--- config.mk ---
export PLATFORM = sky130hd
export DESIGN_NAME = instr_fetch
export DESIGN_NICKNAME = d
export VERILOG_FILES = /design/src/rtl/instr_fetch_pkg.sv /design/src/rtl/instr_fetch_skid_buf.sv /design/src/rtl/instr_fetch.sv
export SDC_FILE = /design/constraint.sdc
export NUM_CORES = 1
export LEC_CHECK = 0
export CAP_MARGIN = 10
export CORE_MARGIN = 5
export CORE_UTILIZATION = 25
export DETAILED_ROUTE_END_ITERATION = 8
export PLACE_DENSITY = 0.51
export SYNTH_ARGS = -nofsm -noshare
export SYNTH_HDL_FRONTEND = slang
export SYNTH_SLANG_ARGS = --single-unit
--- constraint.sdc ---
create_clock -name clk -period 1.4 [get_ports clk]
set_input_delay 0.21 -clock clk [delete_from_list [all_inputs] [get_ports clk]]
set_output_delay 0.21 -clock clk [all_outputs]
set_load 0.005 [all_outputs]
--- src/rtl/instr_fetch_pkg.sv ---
// instr_fetch_pkg: shared core types for the IF stage and the decoder.
//   ADDR_W       word-address width of the PC and the instruction memory
//   NOP          bubble encoding (addi x0,x0,0)
//   pc_t         word-addressed program counter
//   fetch_pkt_t  one instruction as presented across the IF/ID boundary
package instr_fetch_pkg;

  localparam int unsigned ADDR_W  = 14;
  localparam int unsigned INSTR_W = 32;

  localparam logic [INSTR_W-1:0] NOP = 32'h0000_0013;

  typedef logic [ADDR_W-1:0] pc_t;

  typedef struct packed {
    logic [INSTR_W-1:0] instr;
    pc_t                pc;
    logic               valid;
  } fetch_pkt_t;

  // Reset / idle contents of an IF/ID payload
  localparam fetch_pkt_t BUBBLE_PKT = '{instr: NOP, pc: '0, valid: 1'b0};

  // Word-address increment; wraps modulo 2^ADDR_W with no carry out
  function automatic pc_t pc_inc(input pc_t pc);
    return pc + pc_t'(1);
  endfunction

endpackage

--- src/rtl/instr_fetch_skid_buf.sv ---
// fetch_skid_buf: one-entry holding buffer for an instruction whose BRAM
// read completed while the IF/ID boundary was stalled.
//   clk, rst_n  clock and asynchronous active-low reset
//   flush       drop the entry (redirect); highest priority
//   capture     load cap_pkt and mark the entry valid
//   drain       entry consumed by the output stage
//   cap_pkt     packet to capture
//   sk_v        entry valid
//   sk_pkt      held packet
module fetch_skid_buf
  import instr_fetch_pkg::*;
(
  input  logic       clk,
  input  logic       rst_n,
  input  logic       flush,
  input  logic       capture,
  input  logic       drain,
  input  fetch_pkt_t cap_pkt,
  output logic       sk_v,
  output fetch_pkt_t sk_pkt
);

  // Entry state; payload only moves on capture so it is stable while held
  always_ff @(posedge clk or negedge rst_n) begin
    if (!rst_n) begin
      sk_v   <= 1'b0;
      sk_pkt <= BUBBLE_PKT;
    end else if (flush) begin
      sk_v   <= 1'b0;
    end else if (capture) begin
      sk_v   <= 1'b1;
      sk_pkt <= cap_pkt;
    end else if (drain) begin
      sk_v   <= 1'b0;
    end
  end

endmodule

--- src/rtl/instr_fetch.sv ---
// instr_fetch: instruction-fetch stage. Keeps the word-addressed PC, drives
// the 1-cycle-latency instruction BRAM, presents one instruction + PC per
// cycle, holds under downstream stall via a one-entry skid buffer and kills
// wrong-path fetches on redirect.
//   clk, rst_n    clock and asynchronous active-low reset
//   stall_i       downstream not accepting; hold the presented instruction
//   jump_i        redirect request from the decoder (overrides stall)
//   target_i      redirect word address
//   imem_en_o     BRAM read enable (combinational)
//   imem_addr_o   BRAM word address (combinational)
//   imem_rdata_i  BRAM data, valid the cycle after an enabled read
//   instr_o       presented instruction (registered)
//   pc_o          word address of instr_o (registered)
//   valid_o       instr_o is a real, on-path instruction (registered)
module instr_fetch
  import instr_fetch_pkg::*;
#(
  parameter pc_t RESET_PC = '0
) (
  input  logic               clk,
  input  logic               rst_n,
  input  logic               stall_i,
  input  logic               jump_i,
  input  pc_t                target_i,
  output logic               imem_en_o,
  output pc_t                imem_addr_o,
  input  logic [INSTR_W-1:0] imem_rdata_i,
  output logic [INSTR_W-1:0] instr_o,
  output pc_t                pc_o,
  output logic               valid_o
);

  pc_t        fetch_pc;
  logic       req_v;
  pc_t        req_pc;
  fetch_pkt_t out_q;
  fetch_pkt_t out_d;
  fetch_pkt_t rd_pkt;
  logic       sk_v;
  fetch_pkt_t sk_pkt;
  logic       do_stall;
  logic       do_adv;

  // Redirect beats stall; stall beats advance
  assign do_stall = stall_i & ~jump_i;
  assign do_adv   = ~stall_i & ~jump_i;

  // BRAM port: a read is issued every cycle except a plain stall
  assign imem_en_o   = rst_n & (jump_i | ~stall_i);
  assign imem_addr_o = jump_i ? target_i : fetch_pc;

  // Data returning this cycle for the read issued last cycle
  assign rd_pkt = '{instr: imem_rdata_i, pc: req_pc, valid: 1'b1};

  fetch_skid_buf u_skid (
    .clk     (clk),
    .rst_n   (rst_n),
    .flush   (jump_i),
    .capture (do_stall & req_v),
    .drain   (do_adv & sk_v),
    .cap_pkt (rd_pkt),
    .sk_v    (sk_v),
    .sk_pkt  (sk_pkt)
  );

  // Next presented packet: skid first (older), then fresh BRAM data, else bubble.
  // Bubbles keep the last pc so the decoder never sees a spurious address.
  always_comb begin
    out_d = out_q;
    if (jump_i) begin
      out_d.instr = NOP;
      out_d.valid = 1'b0;
    end else if (!stall_i) begin
      if (sk_v) begin
        out_d = sk_pkt;
      end else if (req_v) begin
        out_d = rd_pkt;
      end else begin
        out_d.instr = NOP;
        out_d.valid = 1'b0;
      end
    end
  end

  // PC, in-flight request tracking and output registers
  always_ff @(posedge clk or negedge rst_n) begin
    if (!rst_n) begin
      fetch_pc <= RESET_PC;
      req_v    <= 1'b0;
      req_pc   <= RESET_PC;
      out_q    <= BUBBLE_PKT;
    end else begin
      out_q <= out_d;
      if (jump_i) begin
        req_v    <= 1'b1;
        req_pc   <= target_i;
        fetch_pc <= pc_inc(target_i);
      end else if (stall_i) begin
        // Any in-flight read has been parked in the skid entry
        req_v    <= 1'b0;
      end else begin
        req_v    <= 1'b1;
        req_pc   <= fetch_pc;
        fetch_pc <= pc_inc(fetch_pc);
      end
    end
  end

  assign instr_o = out_q.instr;
  assign pc_o    = out_q.pc;
  assign valid_o = out_q.valid;

  // A stall parks the in-flight read and blocks new issue, so the skid entry
  // and an in-flight read can never both be pending on an advance.
  always_ff @(posedge clk) begin
    if (rst_n && do_adv) begin
      assert (!(sk_v && req_v));
    end
  end

endmodule

Yosys cells after proc, flatten, opt, wreduce, memory -nomap -nowiden
Index checks and enable logic that the tools add are counted.
- bits in registers: 124
- latch bits: 0
- bits in writable memories: 0
- bits in read-only memories: 0
- memories kept: 0
- add/subtract/negate cells: 2
- $mul: 0
- divide/modulo/power cells: 0
- order comparisons: 0
- eq/ne operators: 1
- shift operators: 0
- multiplexer cells: 17
- bitwise operators: 8
- reduce and logical (&&, ||, !) cells: 4
- operators with widths (kind ; count):
    2-to-1 mux 47 bit ; 2
    2-to-1 mux 14 bit ; 6
    2-to-1 mux 32 bit ; 2
    adder 14 x 1 -> 14 bit, second input constant ; 2
    2-to-1 mux 1 bit ; 7
    bitwise AND 1 bit ; 5
    AND reduction 3 bit ; 1
    nonzero test 3 bit ; 1
    != test 2 x 1 -> 1 bit, second input constant ; 1
    NOT 1 bit ; 2
    AND reduction 2 bit ; 1
    nonzero test 2 bit ; 1
    OR 1 bit ; 1

Logic depth before layout (Yosys ltp)
Gate-level depths: netlist of the first run.
- word-level depth: 6
- mapped depth: 9

Hierarchy
From an unflattened synthesis of the first run, not the netlist that was laid out.
- cells, all modules: 457
- area, all modules: 5569.1 µm²
- by module, submodules not included (module ; instances ; cells an instance ; area an instance (µm²) ; seq. area each (µm²)):
    instr_fetch ; 1 ; 353 ; 3614.7 ; 1905.6
    fetch_skid_buf ; 1 ; 104 ; 1954.4 ; 1204.9

Worst setup path before layout of the first run
Ideal clock, no wire load.
- kind: input-to-reg
- start point: in jump_i
- end point: reg fetch_pc[10]
- library setup time: 130 ps
- arrival: 1798 ps
- required time: 1270 ps
- slack: -528 ps
- stages: 9
- path buffers: 3
- path through: buf_6 > buf_2 > buf_2 > mux2_2 > ha_1 > inv_1 > a211oi_2 > a311oi_1 > a211oi_1
- word-level cells in the longest chain between the ends: 1
- ends and longest elaborated chain (item ; RTL line ; text):
    start, declared ; instr_fetch.sv:23 ; input logic jump_i,
    != test 2 x 1 -> 1 bit (no source line) / 2-to-1 mux 14 bit (equally long branches) ; n/a ;
    end signal, assigned ; instr_fetch.sv:97 ; fetch_pc <= pc_inc(target_i);
    end signal, assigned ; instr_fetch.sv:104 ; fetch_pc <= pc_inc(fetch_pc);
    end, declared ; instr_fetch.sv:33 ; pc_t fetch_pc;
Parallel ways exist; a longest one is shown, timed or not.
A chain may end at the register's enable or synchronous reset.

Worst setup path after layout of the first run
- start point: reg fetch_pc[10]
- end point: reg fetch_pc[10]
- word-level cells in the longest chain between the ends: 3
- ends and longest elaborated chain (item ; RTL line ; text):
    adder 14 x 1 -> 14 bit ; instr_fetch_pkg.sv:26 ; return pc + pc_t'(1);
    2-to-1 mux 14 bit ; instr_fetch.sv:98 ; end else if (stall_i) begin
    2-to-1 mux 14 bit ; instr_fetch.sv:94 ; if (jump_i) begin
No other way between the ends. The select of a mux whose other input is x is not followed.

==> results by group, run 1 <==
Run status
  – Run status: finished with violations
  – Failing checks: setup timing

GRT
  – Met3 usage in global routing: 3.65%
  – First-pass GRT wire length: 25,900 µm
  – Largest net degree at the start of global routing: 125
  – Initial antenna violation count: 0
  – Global-route met2 utilization: 20.9%
  – GRT Max-Usage Layer: met2
  – Grt ovf: 0
  – Met1 Use GR: 16.1%
  – Number of global-route vias before repair: 4,791
  – GRT Util Overall: 12.7%

Routing
  – DRT Pass-1 Iters: 4
  – Drt total wl: 16,400 µm
  – Post-route ant nets: 0
  – Via count: 4,571
  – Vias per cell: 4.68
  – Starting DRC count in detailed routing: 190
  – DRC Markers: 0
  – WL/cell: 16.8 µm

Floorplan
  – Die width: 159 µm
  – I/O pins: 112
  – Die Ht: 159 µm
  – Core ar.: 21,800 µm²
  – Std cell rows: 54
  – Die area: 25,200 µm²
  – Initial Util: 25.3%

Synthesis
  – Yosys warning total: 0
  – Post-synth EDFFs: 0
  – Yosys cell types: 41
  – Syn nets: 538
  – Cells after Synth: 487
  – Synth top area share: 53.4%
  – Avg Cell Area, Syn: 11.4 µm²
  – Sequential share of the synthesized area: 56.2%
  – Fraction of registers with async set or reset after synthesis: 100%
  – Synthesized area: 5530 µm²
  – Most common cell in the netlist: dfrtp_1
  – Synth top cells by count: 118 x dfrtp_1, 52 x mux2_2, 38 x nor2_1
  – Synth area leader: dfrtp_1
  – FF+latch count, synth: 124
  – Top post-synthesis cells by area: dfrtp_1 53%, mux2_2 11%, a221oi_1 4.6%, mux2i_1 3.8%, nor2b_1 3.5%
  – Synth Flop Type: dfrtp_1

Timing
  – Clock skew: 0.0102 ns
  – Slew @ Worst Pin: 0.763 ns
  – Final count of negative-setup-slack endpoints: 24
  – Fmax: 0.629 GHz
  – Min setup slack post-route: -0.190 ns
  – Final period utilization: 114%
  – RSZ-0062 raised after global routing: true
  – Minimum clock period: 1.59 ns
  – Slew Viols, Final: 0
  – WHS: 0.291 ns
  – Max-slew headroom: 49.1%
  – Hold Fails Final Rpt: 0

Clock tree
  – Worst skew pair latency: 0.42 ns
  – Root Driver: clkbuf_16
  – Num CTS Buffers: 17
  – CTS HTree Levels: 4
  – CTS tree: done
  – Clk sinks: 124
  – CTS Buffer Depth: 2
  – Clk slew on worst S/H paths: 0.06 ns

Place
  – Pre-CTS setup slack: -0.658 ns
  – Final HPWL DP: 10,100 µm
  – Routability cong.: 0.823
  – IO buf count: 111
  – Placed Cells: 893
  – Post-DP Area: 7310 µm²

Final layout
  – Post-route cell area: 8570 µm²
  – Nets: 734
  – Area growth from synthesis to layout: 54.9%
  – Area of the multi-input gates: 2540 µm²
  – Fillcell total: 2,113
  – Final non-filler cell total: 977
  – Ratio of cells with drive above 1 in the final layout: 38.5%
  – Storage element area: 3110 µm²

Power and ir drop
  – Sw Share: 27.3%
  – Logic gate share of total power: 21.8%
  – Clock share of power: 37.8%
  – Pwr Density: 1320 nW/µm²
  – Worst vdd ir: 0.877 mV
  – Power after layout: 0.0113 W
  – P_sw: 0.00308 W
  – Internal Power: 0.00820 W
  – P_leak: 3.86 nW
  – Flop pwr share: 40.4%

Critical path
  – Critical Path Start Type: register
  – Crit-path max FO: 2
  – Worst reg-to-reg path cell count: 8
  – Req. time, crit path: 1.69 ns
  – Crit path DAT: 1.88 ns
  – Crit path capture type: register
  – R2R setup slack: -0.19 ns
  – WS Path Type: reg2reg

Run
  – Max-cap violations: 0

Min path
  – Path category of the worst min-delay check: in2reg
  – Hold depth: 4
-- critical path, cell delays in order, from the launching register on --
cell and delay [ns]:
dfrtp_1 0.40, mux2i_2 0.19, inv_1 0.08, buf_4 0.14, buf_4 0.12, buf_4 0.12, buf_4 0.12, a311oi_2 0.23
a211oi_2 0.06
-- path summary, 6_finish.rpt --
check,start,endpoint
setup / recovery,fetch_pc[10],fetch_pc[10]
setup reg to reg,fetch_pc[10],fetch_pc[10]
min in group asynchronous,rst_n,pc_o[1]
max in group asynchronous,rst_n,req_v
hold reg to reg,u_skid.sk_pkt[0],u_skid.sk_pkt[0]
hold / removal,jump_i,fetch_pc[5]
-- kinds of logic after synthesis --
group / share of synthesized area, %
DFF: 56.2
AOI/OAI and AO/OA: 11.1
adders and majority gates: 0.226
xor gates and xnor gates: 0.633
muxes: 14.4
and+or+nand+nor: 14.1
buffers and inverters: 3.39
-- layout make-up --
| type | instances | area share [%] |
|---|---|---|
| inverters | 10 | 0.467 |
| diodes | 1 | 0.0292 |
| clock buffers | 20 | 5.45 |
| multi-input cells | 319 | 29.6 |
| well taps | 280 | 4.09 |
| repair buffers | 211 | 22.7 |
| flip-flops and latches | 124 | 36.3 |
| clock inverters | 12 | 1.33 |
-- power by group through the flow --
stage          combinational [W]  sequential [W]  clock [W]
6_report                 0.00246         0.00456    0.00426
2_1_floorplan           0.000997         0.00451          0
5_1_grt                  0.00269         0.00463    0.00454
3_5_place_dp             0.00214         0.00458          0
4_1_cts                  0.00226         0.00451    0.00441
3_3_place_gp             0.00210         0.00455          0
-- layout by cell type (no fill, tap or decap), types with 6 or more instances in the layout --
cell type	synthesis	routed
a21oi_1	16	14
nor2_1	38	37
clkdlybuf4s50_1	0	46
nand2_2	0	7
nand2_4	0	7
nor2b_1	31	29
o21ai_1	0	9
buf_4	0	79
dfrtp_1	118	116
dfstp_2	6	6
mux2_4	0	6
buf_12	0	9
inv_1	9	8
clkbuf_16	0	19
buf_2	9	9
nand2_1	31	17
a221oi_1	29	20
dlygate4sd2_1	0	45
o21ai_2	0	7
a221oi_2	0	9
buf_6	1	17
mux2i_1	21	17
nor3_1	31	28
mux2_2	52	46
-- metal layers --
metal / up-vias / wire, µm / part of all wire, %
met5: - / 0 / 0
met4: 0 / 244 / 1.5
met3: 23 / 691 / 4.2
met2: 107 / 7990 / 49
met1: 2292 / 7500 / 46
li1: 2149 / - / -
-- per-stage QoR --
stage | setup TNS, ns | util, %
global route | -3.97 | 39.3
global placement | -37.74 | 33.5
floorplan | -1.45 | -
CTS | -2.10 | 37.5
detailed placement | -39.76 | 33.5
finish | -1.75 | 39.3
-- sequential cells by signal, indices dropped and copies added, names as in the netlist --
signal and cells:
fetch_pc 14, req_pc 14, u_skid.sk_pkt 47, req_v 1, valid_o 1, pc_o 14, instr_o 32, u_skid.sk_v 1
-- repair_timing --
item | 4_1_cts | 5_1_grt
hold buffers | 1 | 0
cloned | 1 | 3
pin swaps | 2 | 31
gates resized for setup | 142 | 71
setup endpoints to repair | 117 | 73
hold endpoints to repair | 64 | 0
buffers inserted | 35 | 12
Power figures use the tool's default switching activity.
==> run 2: changes to the inputs <==
Settings changed: ABC_AREA from default to 1, RECOVER_POWER from default to 25.
==> run 2 against run 1 <==
The flow now finishes without violations. Clock skew about the same. Sequential cell count unchanged. Largest power group is now the clock network. Non-clock buffer count down 34.
==> results by group, run 2 <==
Critical path
  – Crit path DAT: 1.14 ns (was 1.88 ns)
  – Top Family by Delay on Critical Path: flip-flops (was buffers and inverters)
  – Worst setup path start: fetch_pc[5] (was fetch_pc[10])
  – Largest stage delay, worst path: 0.37 ns (was 0.40 ns)
  – WS Path Type: reg2out (was reg2reg)
  – Crit-path max FO: 2 (unchanged)
  – Critical Path Start Type: register (unchanged)
  – Worst reg-to-reg path cell count: 8 (unchanged)
  – R2R setup slack: 0.07 ns (was -0.19 ns)
  – CP Cell Sequence: inv_1, nand2_1, nand2_2, inv_2, buf_6 (was mux2i_2, inv_1, buf_4, buf_4, buf_4, buf_4, a311oi_2, a211oi_2)
  – Req. time, crit path: 1.19 ns (was 1.69 ns)
  – Critical Path Stages: 5 (was 8)
  – Crit-path slowest cell: dfrtp_1 (unchanged)
  – Crit path capture type: output pin (was register)
  – R2R Path End: fetch_pc[10] (unchanged)
  – CP endpoint: imem_addr_o[5] (was fetch_pc[10])
  – Worst flop-to-flop path startpoint: fetch_pc[1] (was fetch_pc[10])
  – CP bufs+invs: 3 (was 5)

GRT
  – GRT Util Overall: 12.3% (was 12.7%)
  – First-pass GRT wire length: 25,300 µm (was 25,900 µm)
  – Number of global-route vias before repair: 4,635 (was 4,791)
  – Grt ovf: 0 (unchanged)
  – Largest net degree at the start of global routing: 125 (unchanged)
  – Initial antenna violation count: 2 (was 0)

Synthesis
  – Synthesized area: 5570 µm² (was 5530 µm²)
  – Synth top cells by count: 148 x nand2_1, 118 x dfrtp_1, 46 x o21ai_0 (was 118 x dfrtp_1, 52 x mux2_2, 38 x nor2_1)
  – Fraction of registers with async set or reset after synthesis: 100% (unchanged)
  – Synth top area share: 53.0% (was 53.4%)
  – Post-synth EDFFs: 0 (unchanged)
  – Synth Flop Type: dfrtp_1 (unchanged)
  – Synth area leader: dfrtp_1 (unchanged)
  – Avg Cell Area, Syn: 9.59 µm² (was 11.4 µm²)
  – Most common cell in the netlist: nand2_1 (was dfrtp_1)
  – Top post-synthesis cells by area: dfrtp_1 53%, nand2_1 10%, mux2_2 6.9%, o21ai_0 4.1%, a22oi_1 3.9% (was dfrtp_1 53%, mux2_2 11%, a221oi_1 4.6%, mux2i_1 3.8%, nor2b_1 3.5%)
  – Yosys cell types: 32 (was 41)
  – Syn nets: 632 (was 538)
  – Yosys warning total: 0 (unchanged)
  – Cells after Synth: 581 (was 487)
  – Sequential share of the synthesized area: 55.8% (was 56.2%)
  – FF+latch count, synth: 124 (unchanged)

Final layout
  – Final design utilization: 36.8% (was 39.3%)
  – Post-route cell area: 8060 µm² (was 8570 µm²)
  – Nets: 794 (was 734)
  – Antenna cells: 0 (was 1)
  – Leading cell type in the layout, fill and taps excluded: nand2_1 (was dfrtp_1)
  – Storage element area: 3110 µm² (about the same)
  – Reg with most FFs: u_skid.sk_pkt (unchanged)
  – Fillcell total: 2,239 (was 2,113)
  – Commonest non-fill, non-tap cells in the layout: 141 x nand2_1, 118 x dfrtp_1, 50 x buf_4 (was 116 x dfrtp_1, 79 x buf_4, 46 x mux2_2, 46 x clkdlybuf4s50_1, 45 x dlygate4sd2_1)
  – Max FFs per register: 47 (unchanged)
  – Ratio of cells with drive above 1 in the final layout: 26.5% (was 38.5%)
  – Area growth from synthesis to layout: 44.6% (was 54.9%)
  – Area of the multi-input gates: 2160 µm² (was 2540 µm²)

Place
  – Pre-CTS setup slack: -0.625 ns (was -0.658 ns)
  – Routability cong.: 0.762 (was 0.823)
  – IO buf count: 111 (unchanged)
  – Final HPWL DP: 10,500 µm (was 10,100 µm)
  – Post-DP Area: 7370 µm² (was 7310 µm²)

Timing
  – Max-slew headroom: 52.2% (was 49.1%)
  – Hold Fails Final Rpt: 0 (unchanged)
  – Slew Viols, Final: 0 (unchanged)
  – Clock skew: 0.0102 ns (about the same)
  – Min setup slack post-route: 0.0492 ns (was -0.190 ns)
  – Fmax: 0.740 GHz (was 0.629 GHz)
  – Minimum clock period: 1.35 ns (was 1.59 ns)
  – Final count of negative-setup-slack endpoints: 0 (was 24)
  – RSZ-0062 raised after global routing: true (unchanged)
  – Final period utilization: 96.5% (was 114%)
  – Slew @ Worst Pin: 0.716 ns (was 0.763 ns)

Routing
  – WL/cell: 14.9 µm (was 16.8 µm)
  – DRC Markers: 0 (unchanged)
  – Starting DRC count in detailed routing: 207 (was 190)
  – Via count: 4,560 (was 4,571)
  – DRT Pass-1 Iters: 4 (unchanged)
  – Vias per cell: 4.40 (was 4.68)
  – Drt total wl: 15,400 µm (was 16,400 µm)
  – Post-route ant nets: 0 (unchanged)

Floorplan
  – Die width: 159 µm (about the same)
  – Std cell rows: 54 (unchanged)
  – Die Ht: 159 µm (about the same)
  – Core ar.: 21,900 µm² (was 21,800 µm²)
  – I/O pins: 112 (unchanged)
  – Initial Util: 25.5% (was 25.3%)
  – Die area: 25,400 µm² (was 25,200 µm²)

Power and ir drop
  – P_leak: 3.78 nW (was 3.86 nW)
  – Internal Power: 0.00819 W (was 0.00820 W)
  – Flop pwr share: 39.6% (was 40.4%)
  – P_sw: 0.00284 W (was 0.00308 W)
  – Worst vdd ir: 0.832 mV (was 0.877 mV)
  – Clock share of power: 43.1% (was 37.8%)
  – Sw Share: 25.8% (was 27.3%)
  – Logic gate share of total power: 17.3% (was 21.8%)
  – Pwr Density: 1370 nW/µm² (was 1320 nW/µm²)

Clock tree
  – CTS Buffer Depth: 2 (unchanged)
  – Worst skew pair latency: 0.41 ns (was 0.42 ns)
  – Root Driver: clkbuf_16 (unchanged)
  – Clk slew on worst S/H paths: 0.06 ns (about the same)
  – CTS tree: done (unchanged)
  – CTS HTree Levels: 4 (unchanged)
  – Clk sinks: 124 (unchanged)
  – Num CTS Buffers: 17 (unchanged)

Run
  – Max-cap violations: 0 (unchanged)

Min path
  – Path category of the worst min-delay check: in2reg (unchanged)
  – Hold_sp: stall_i (was jump_i)

Run status
  – Run status: finished, final reports clean (was finished with violations)
-- run 2: cell count changes after synthesis, sizes merged, moves of 18 or more --
| cell | change |
|---|---|
| nand2 | +128 |
| a221oi | -29 |
| mux2 | -18 |
| mux2i | -21 |
| nand3 | +18 |
| o21ai | +36 |
| nor2b | -31 |
| inv | +34 |
| nor3 | -31 |
| a22oi | +29 |
-- run 2: what timing repair did --
| action | CTS | global route |
|---|---|---|
| pin swaps | 10 | 9 |
| resized for setup | 119 | 23 |
| endpoints found under the setup margin | 124 | 19 |
| buffers inserted | 10 | 2 |
| gates cloned | 1 | 0 |
| endpoints found under the hold margin | 118 | 0 |
| hold buffers | 1 | 0 |
-- run 2: how the worst min path moves through the flow --
| stage | depth (start not counted) | to | slack [ns] |
|---|---|---|---|
| 2_1_floorplan | 0 | fetch_pc[0] | -0.09 |
| 3_3_place_gp | 2 | pc_o[9] | 0.40 |
| 3_5_place_dp | 2 | pc_o[9] | 0.40 |
| 4_1_cts | 4 | instr_o[1] | 0.28 |
| 5_1_grt | 4 | instr_o[1] | 0.30 |
| 6_report | 4 | instr_o[1] | 0.30 |
-- run 2: metrics by stage --
stage | cells | hold slack [ns] | setup TNS, ns | power, W
2_1_floorplan | 581 | -0.0856 | 0 | 0.00531
3_5_place_dp | 992 | 0.402 | -58.86 | 0.00642
4_1_cts | 1035 | 0.277 | 0 | 0.0112
6_report | 1036 | 0.296 | 0 | 0.0110
3_3_place_gp | 992 | 0.396 | -55.47 | 0.00640
5_1_grt | 1036 | 0.301 | -0.0768 | 0.0116
-- run 2: cells by family after synthesis --
family | count (synthesis) | synth area share, %
adders and majority gates | 1 | 0.225
muxes | 34 | 6.87
AOI/OAI and AO/OA | 118 | 12.8
and+or+nand+nor | 225 | 17.4
buffers and inverters | 78 | 6.62
DFF | 124 | 55.8
xor gates and xnor gates | 1 | 0.157
-- run 2: power by group through the flow --
stage | registers [W] | logic [W] | clock network, W
after floorplan | 0.00439 | 0.000925 | 0
after global placement | 0.00443 | 0.00197 | 0
after detailed placement | 0.00443 | 0.00198 | 0
after CTS | 0.00437 | 0.00192 | 0.00487
after global routing | 0.00443 | 0.00214 | 0.00503
final | 0.00437 | 0.00191 | 0.00475
-- run 2: layout make-up --
cell class | count | area share [%]
flip-flops and latches | 124 | 38.6
multi-input cells | 379 | 26.8
repair buffers | 177 | 20.1
clock buffers | 20 | 5.67
well taps | 280 | 4.35
clock inverters | 12 | 2.31
inverters | 44 | 2.20
-- run 2: metal layers --
metal / wire length (µm) / global-route usage [%]
met1: 7140 / 15.8
met2: 7150 / 19.6
met3: 803 / 4.22
met4: 274 / 3.88
met5: 21 / 0
-- run 2: tightest hold or removal path, delay by kind of cell --
family	cells	cell delay [ns]
AO/OA/AOI/OAI	1	0.06
AND/OR/NAND/NOR	1	0.05
buffers and inverters	2	0.35
==> run 3: changes to the inputs <==
Settings changed: CTS_CLUSTER_DIAMETER from default to 80, PLACE_DENSITY 0.51 to default.
==> run 3 against run 2 <==
Sequential power barely moved. Core utilization decreased by 0.36 points. Critical endpoint is now imem_addr_o[1]. Maximum frequency decreased by 3.2%. Critical path depth fell by 2. Hold slack got worse by 0.0085 ns.
==> results by group, run 3 (synthesized netlist as in run 2, its figures left out) <==
Routing
  – Via count: 4,580 (was 4,560)
  – Vias per cell: 4.43 (was 4.40)
  – WL/cell: 14.7 µm (was 14.9 µm)
  – Post-route ant nets: 0 (unchanged)
  – DRT Pass-1 Iters: 4 (unchanged)
  – Starting DRC count in detailed routing: 189 (was 207)
  – DRC Markers: 0 (unchanged)
  – Drt total wl: 15,200 µm (was 15,400 µm)

Clock tree
  – Worst skew pair latency: 0.41 ns (about the same)
  – Clk sinks: 124 (unchanged)
  – CTS tree: done (unchanged)
  – CTS HTree Levels: 4 (unchanged)
  – CTS Buffer Depth: 2 (unchanged)
  – Num CTS Buffers: 17 (unchanged)
  – Clk slew on worst S/H paths: 0.06 ns (about the same)
  – Root Driver: clkbuf_16 (unchanged)

Timing
  – Fmax: 0.717 GHz (was 0.740 GHz)
  – Final period utilization: 99.7% (was 96.5%)
  – Slew @ Worst Pin: 0.693 ns (was 0.716 ns)
  – Minimum clock period: 1.40 ns (was 1.35 ns)
  – Hold Fails Final Rpt: 0 (unchanged)
  – Clock skew: 0.00759 ns (was 0.0102 ns)
  – Final count of negative-setup-slack endpoints: 0 (unchanged)
  – Final setup TNS: 0 ns (unchanged)
  – Slew Viols, Final: 0 (unchanged)
  – RSZ-0062 raised after global routing: true (unchanged)
  – Max-slew headroom: 53.8% (was 52.2%)

Power and ir drop
  – P_leak: 3.73 nW (was 3.78 nW)
  – Logic gate share of total power: 17.9% (was 17.3%)
  – Pwr Density: 1330 nW/µm² (was 1370 nW/µm²)
  – Flop pwr share: 41.0% (was 39.6%)
  – Clock share of power: 41.1% (was 43.1%)
  – Worst vdd ir: 0.813 mV (was 0.832 mV)
  – Sw Share: 27.5% (was 25.8%)
  – Internal Power: 0.00772 W (was 0.00819 W)
  – P_sw: 0.00293 W (was 0.00284 W)

Min path
  – Path category of the worst min-delay check: in2reg (unchanged)
  – Hold_sp: stall_i (unchanged)

Floorplan
  – I/O pins: 112 (unchanged)
  – Die area: 25,400 µm² (unchanged)
  – Die width: 159 µm (unchanged)
  – Std cell rows: 54 (unchanged)
  – Core ar.: 21,900 µm² (unchanged)
  – Initial Util: 25.5% (unchanged)
  – Die Ht: 159 µm (unchanged)

Critical path
  – Crit path DAT: 1.19 ns (was 1.14 ns)
  – Worst setup path start: fetch_pc[1] (was fetch_pc[5])
  – Req. time, crit path: 1.19 ns (about the same)
  – Critical Path Start Type: register (unchanged)
  – WS Path Type: reg2out (unchanged)
  – Worst flop-to-flop path startpoint: fetch_pc[1] (unchanged)
  – Crit-path max FO: 4 (was 2)
  – Crit path capture type: output pin (unchanged)

Final layout
  – Reg with most FFs: u_skid.sk_pkt (unchanged)
  – Antenna cells: 0 (unchanged)
  – Fillcell total: 2,249 (was 2,239)
  – Post-route cell area: 7980 µm² (was 8060 µm²)
  – Leading cell type in the layout, fill and taps excluded: nand2_1 (unchanged)
  – Max FFs per register: 47 (unchanged)
  – Commonest non-fill, non-tap cells in the layout: 139 x nand2_1, 118 x dfrtp_1, 50 x buf_4 (was 141 x nand2_1, 118 x dfrtp_1, 50 x buf_4)
  – Ratio of cells with drive above 1 in the final layout: 27.2% (was 26.5%)
  – Nets: 793 (was 794)
  – Final non-filler cell total: 1,035 (was 1,036)
  – Area growth from synthesis to layout: 43.2% (was 44.6%)

GRT
  – Grt ovf: 0 (unchanged)
  – Number of global-route vias before repair: 4,723 (was 4,635)
  – Initial antenna violation count: 3 (was 2)
  – First-pass GRT wire length: 25,100 µm (was 25,300 µm)
  – Largest net degree at the start of global routing: 125 (unchanged)
  – GRT Util Overall: 12.2% (was 12.3%)

Place
  – Routability cong.: 0.826 (was 0.762)
  – Final HPWL DP: 10,400 µm (was 10,500 µm)
  – Placed Cells: 989 (was 992)
  – IO buf count: 111 (unchanged)
  – Post-DP Area: 7330 µm² (was 7370 µm²)

Run
  – Max-cap violations: 0 (unchanged)

Run status
  – Run status: finished, final reports clean (unchanged)
## run 3: stage by stage
step | hold slack, ns | power, W | utilization [%] | worst slack (ns)
4_1_cts | 0.264 | 0.0108 | 36.3 | 0.0139
6_report | 0.287 | 0.0107 | 36.5 | 0.00451
5_1_grt | 0.325 | 0.0112 | 36.5 | -0.0649
3_5_place_dp | 0.385 | 0.00639 | 33.5 | -0.576
2_1_floorplan | -0.0856 | 0.00531 | - | 0.0494
3_3_place_gp | 0.381 | 0.00636 | 33.5 | -0.537
## run 3: power by group through the flow
stage,Sequential (W),Clock [W],Combinational [W]
2_1_floorplan,0.00439,0,0.000925
3_3_place_gp,0.00442,0,0.00194
3_5_place_dp,0.00443,0,0.00196
4_1_cts,0.00437,0.00450,0.00191
5_1_grt,0.00443,0.00464,0.00213
6_report,0.00437,0.00438,0.00190
## run 3: final timing paths
check | endpoint | slack [ns] | cells past startpoint
hold / removal | instr_o[1] | 0.29 | 4
setup reg to reg | fetch_pc[13] | 0.03 | 8
hold reg to reg | u_skid.sk_pkt[0] | 0.48 | 2
min in group asynchronous | pc_o[10] | 0.49 | 3
setup / recovery | imem_addr_o[1] | 0.005 | 3
max in group asynchronous | u_skid.sk_pkt[36] | 0.37 | 3
## run 3: worst max-delay path: stages, from the launching register on
cell and delay, ns:
dfrtp_1 0.34, inv_2 0.05, o21ai_4 0.22, buf_2 0.17
## run 3: layer usage
metal | global-route usage, % | share of wire [%] | vias to the layer above
li1 | - | - | 2260
met1 | 15.1 | 45 | 2196
met2 | 19.3 | 47 | 89
met3 | 4.53 | 5.1 | 29
met4 | 4.73 | 2.6 | 6
met5 | 0 | 0.26 | -
## run 3: repair_timing
item	in CTS	in global routing
endpoints found under the setup margin	104	15
pin swaps	8	16
endpoints found under the hold margin	118	0
buffers inserted	12	2
gates cloned	1	0
resized for setup	123	24
hold buffers	1	0
## run 3: final cells by class
class / count / area [µm²] / area share, %
clock inverter: 15 / 164 / 2.05
clock buffer: 17 / 425 / 5.33
tap: 280 / 350 / 4.39
timing repair buffer: 176 / 1580 / 19.7
sequential: 124 / 3110 / 39.0
inverter: 44 / 175 / 2.20
multi-input combinational: 379 / 2180 / 27.3
==> RTL edit: new RTL, config.mk and constraints of run 2 <==
The package constant `INSTR_W` goes from 32 to 24.
--- a/src/rtl/instr_fetch_pkg.sv
+++ b/src/rtl/instr_fetch_pkg.sv
@@ -8,3 +8,3 @@
   localparam int unsigned ADDR_W  = 14;
-  localparam int unsigned INSTR_W = 32;
+  localparam int unsigned INSTR_W = 24;
 
Interface: changed (resized imem_rdata_i and instr_o); port bits go from 112 to 96. No check against the original RTL was run, so the function may have changed too.
==> RTL edit against run 2 <==
  * Area after synthesis fell by 12%
  * Highest routed layer is now met4
  * Power fell by 22%
  * First-iteration DRC count fell by 6.3%
  * Setup slack improved by 0.011 ns
  * Wire length fell by 8.7%
  * Sequential cell count fell by 16
  * Non-clock buffer count fell by 7
  * Design area fell by 12%
  * Critical path type unchanged
  * Largest power group is now sequential cells
==> RTL edit: results (changes against run 2) <==
top post-synthesis cells by count=nand2_1, dfrtp_1, nor2_1, o21ai_0, mux2_2; setup bufs post-CTS=14 (+4); met3 layer usage reported by global route=0.0279 (-0.0143); DRT iter0 DRCs=194 (-6.3%); width of the chip=150 microns (-5.8%); leakage=3.26 nW (-14%); transition at the pin with the smallest max-transition slack=0.831 ns (+0.114 ns); clock tree buffer count of the final layout=11 (-45%); power attributed to combinational cells=1.78 mW (-7%); combined global-route utilization of all metal layers=0.130 (+0.00631); power drawn by the clock network=2.95 mW (-38%); vias per cell=4.43 (+0.56%); clock-cell share of area=0.0481 (-0.0317); post-CTS resize count=106 (-11%); largest net degree at the start of global routing=109 (-13%); cells taking the most area after synthesis=dfrtp_1, nand2_1, mux2_2, o21ai_0, dfstp_2; post-placement setup slack=-0.579 ns (+0.0454 ns); multi-input gate share of total cell area=0.280 (+0.0119); delay contributed by the slowest stage of the critical path=0.42 ns (+0.05 ns); post-placement cell count=890 (-10%); met1 wire length=6830 microns (-4.4%); M1 GR Usage=0.186 (+0.0281); number of non-clock inverters=23 (-48%); share of final-layout standard cells stronger than drive strength 1=0.273 (+0.00859); #FFs+latches synth=108 (-13%); first-pass iteration count of the detailed router=5 (+1); Detail Route met3 WL=574 microns (-29%); placed wire-length estimate=9750 microns (-6.9%); Int Pwr=6.27 mW (-23%); number of buffers created by CTS=9 (-8); non-clock buffer total of the final layout=170 (-4.0%); number of flip-flops in the largest register=39 (-17%); post-synthesis sequential area ratio=0.553 (-0.00544); Synth Area in XOR/XNOR=0.00179 (+0.000215); syn nets=544 (-14%); H-tree depth reported by CTS=3 (-1); layout net count=697 (-12%); met2 track demand over resource=0.197 (+0.00106); highest routing layer actually used=met4; run status=completed; count of input and output buffers=95 (-14%); final setup skew=0.00581 ns (-0.00437 ns); Cell variety after synth=33 (+3.1%); average wire per standard cell=15.2 microns (+2.3%); number of antenna violations at the first check in global routing=0 (-2); synthesized-area fraction occupied by adder cells=0.00255 (+0.000307); register fraction of the total cell area=0.383 (-0.00301); Detail Route met2 WL=6500 microns (-9.1%); mux cell area share after synthesis=0.0597 (-0.00899); proportion of total power due to net switching=0.269 (+0.0115); Non-Clock Buffer Area Fraction=0.229 (+0.0276); Via Count=4090 (-10%); latest clock arrival within the worst-skew pair=0.35 ns (-0.06 ns); multi-input combinational cell count=342 (-9.8%); average footprint of a synthesized cell=9.78 sq um (+2.0%); largest vdd supply drop=0.000613 V (-26%); complex-gate fraction of the synthesized area=0.120 (-0.00849); placed cell areas=6530 sq um (-11%); global-route wire length before repair=22900 microns (-9.5%); Area Overhead vs Synth=44.4%
[RTL edit: changes by cell type in the layout (fill, tap and decap cells not counted), moves of 6 or more]
cell,before,now
a22oi_1,29,21
buf_2,10,1
buf_4,50,57
clkbuf_16,17,9
clkbuf_2,6,0
clkdlybuf4s15_1,0,11
clkdlybuf4s50_1,46,38
dfrtp_1,118,102
inv_1,32,16
mux2_2,34,25
nand2_1,141,114
nand2_2,15,24
nand2_4,3,11
o21ai_0,46,36
[RTL edit: path summary, 6_finish.rpt]
kind,from,end,slack (ns),cells past startpoint
max in group asynchronous,rst_n,instr_o[15],0.19,3
worst max register to register,fetch_pc[2],fetch_pc[9],0.10,8
worst max-delay path,fetch_pc[6],imem_addr_o[6],0.06,3
min in group asynchronous,rst_n,pc_o[9],0.62,3
worst min-delay path,stall_i,instr_o[0],0.29,3
worst min register to register,u_skid.sk_pkt[0],u_skid.sk_pkt[0],0.46,2
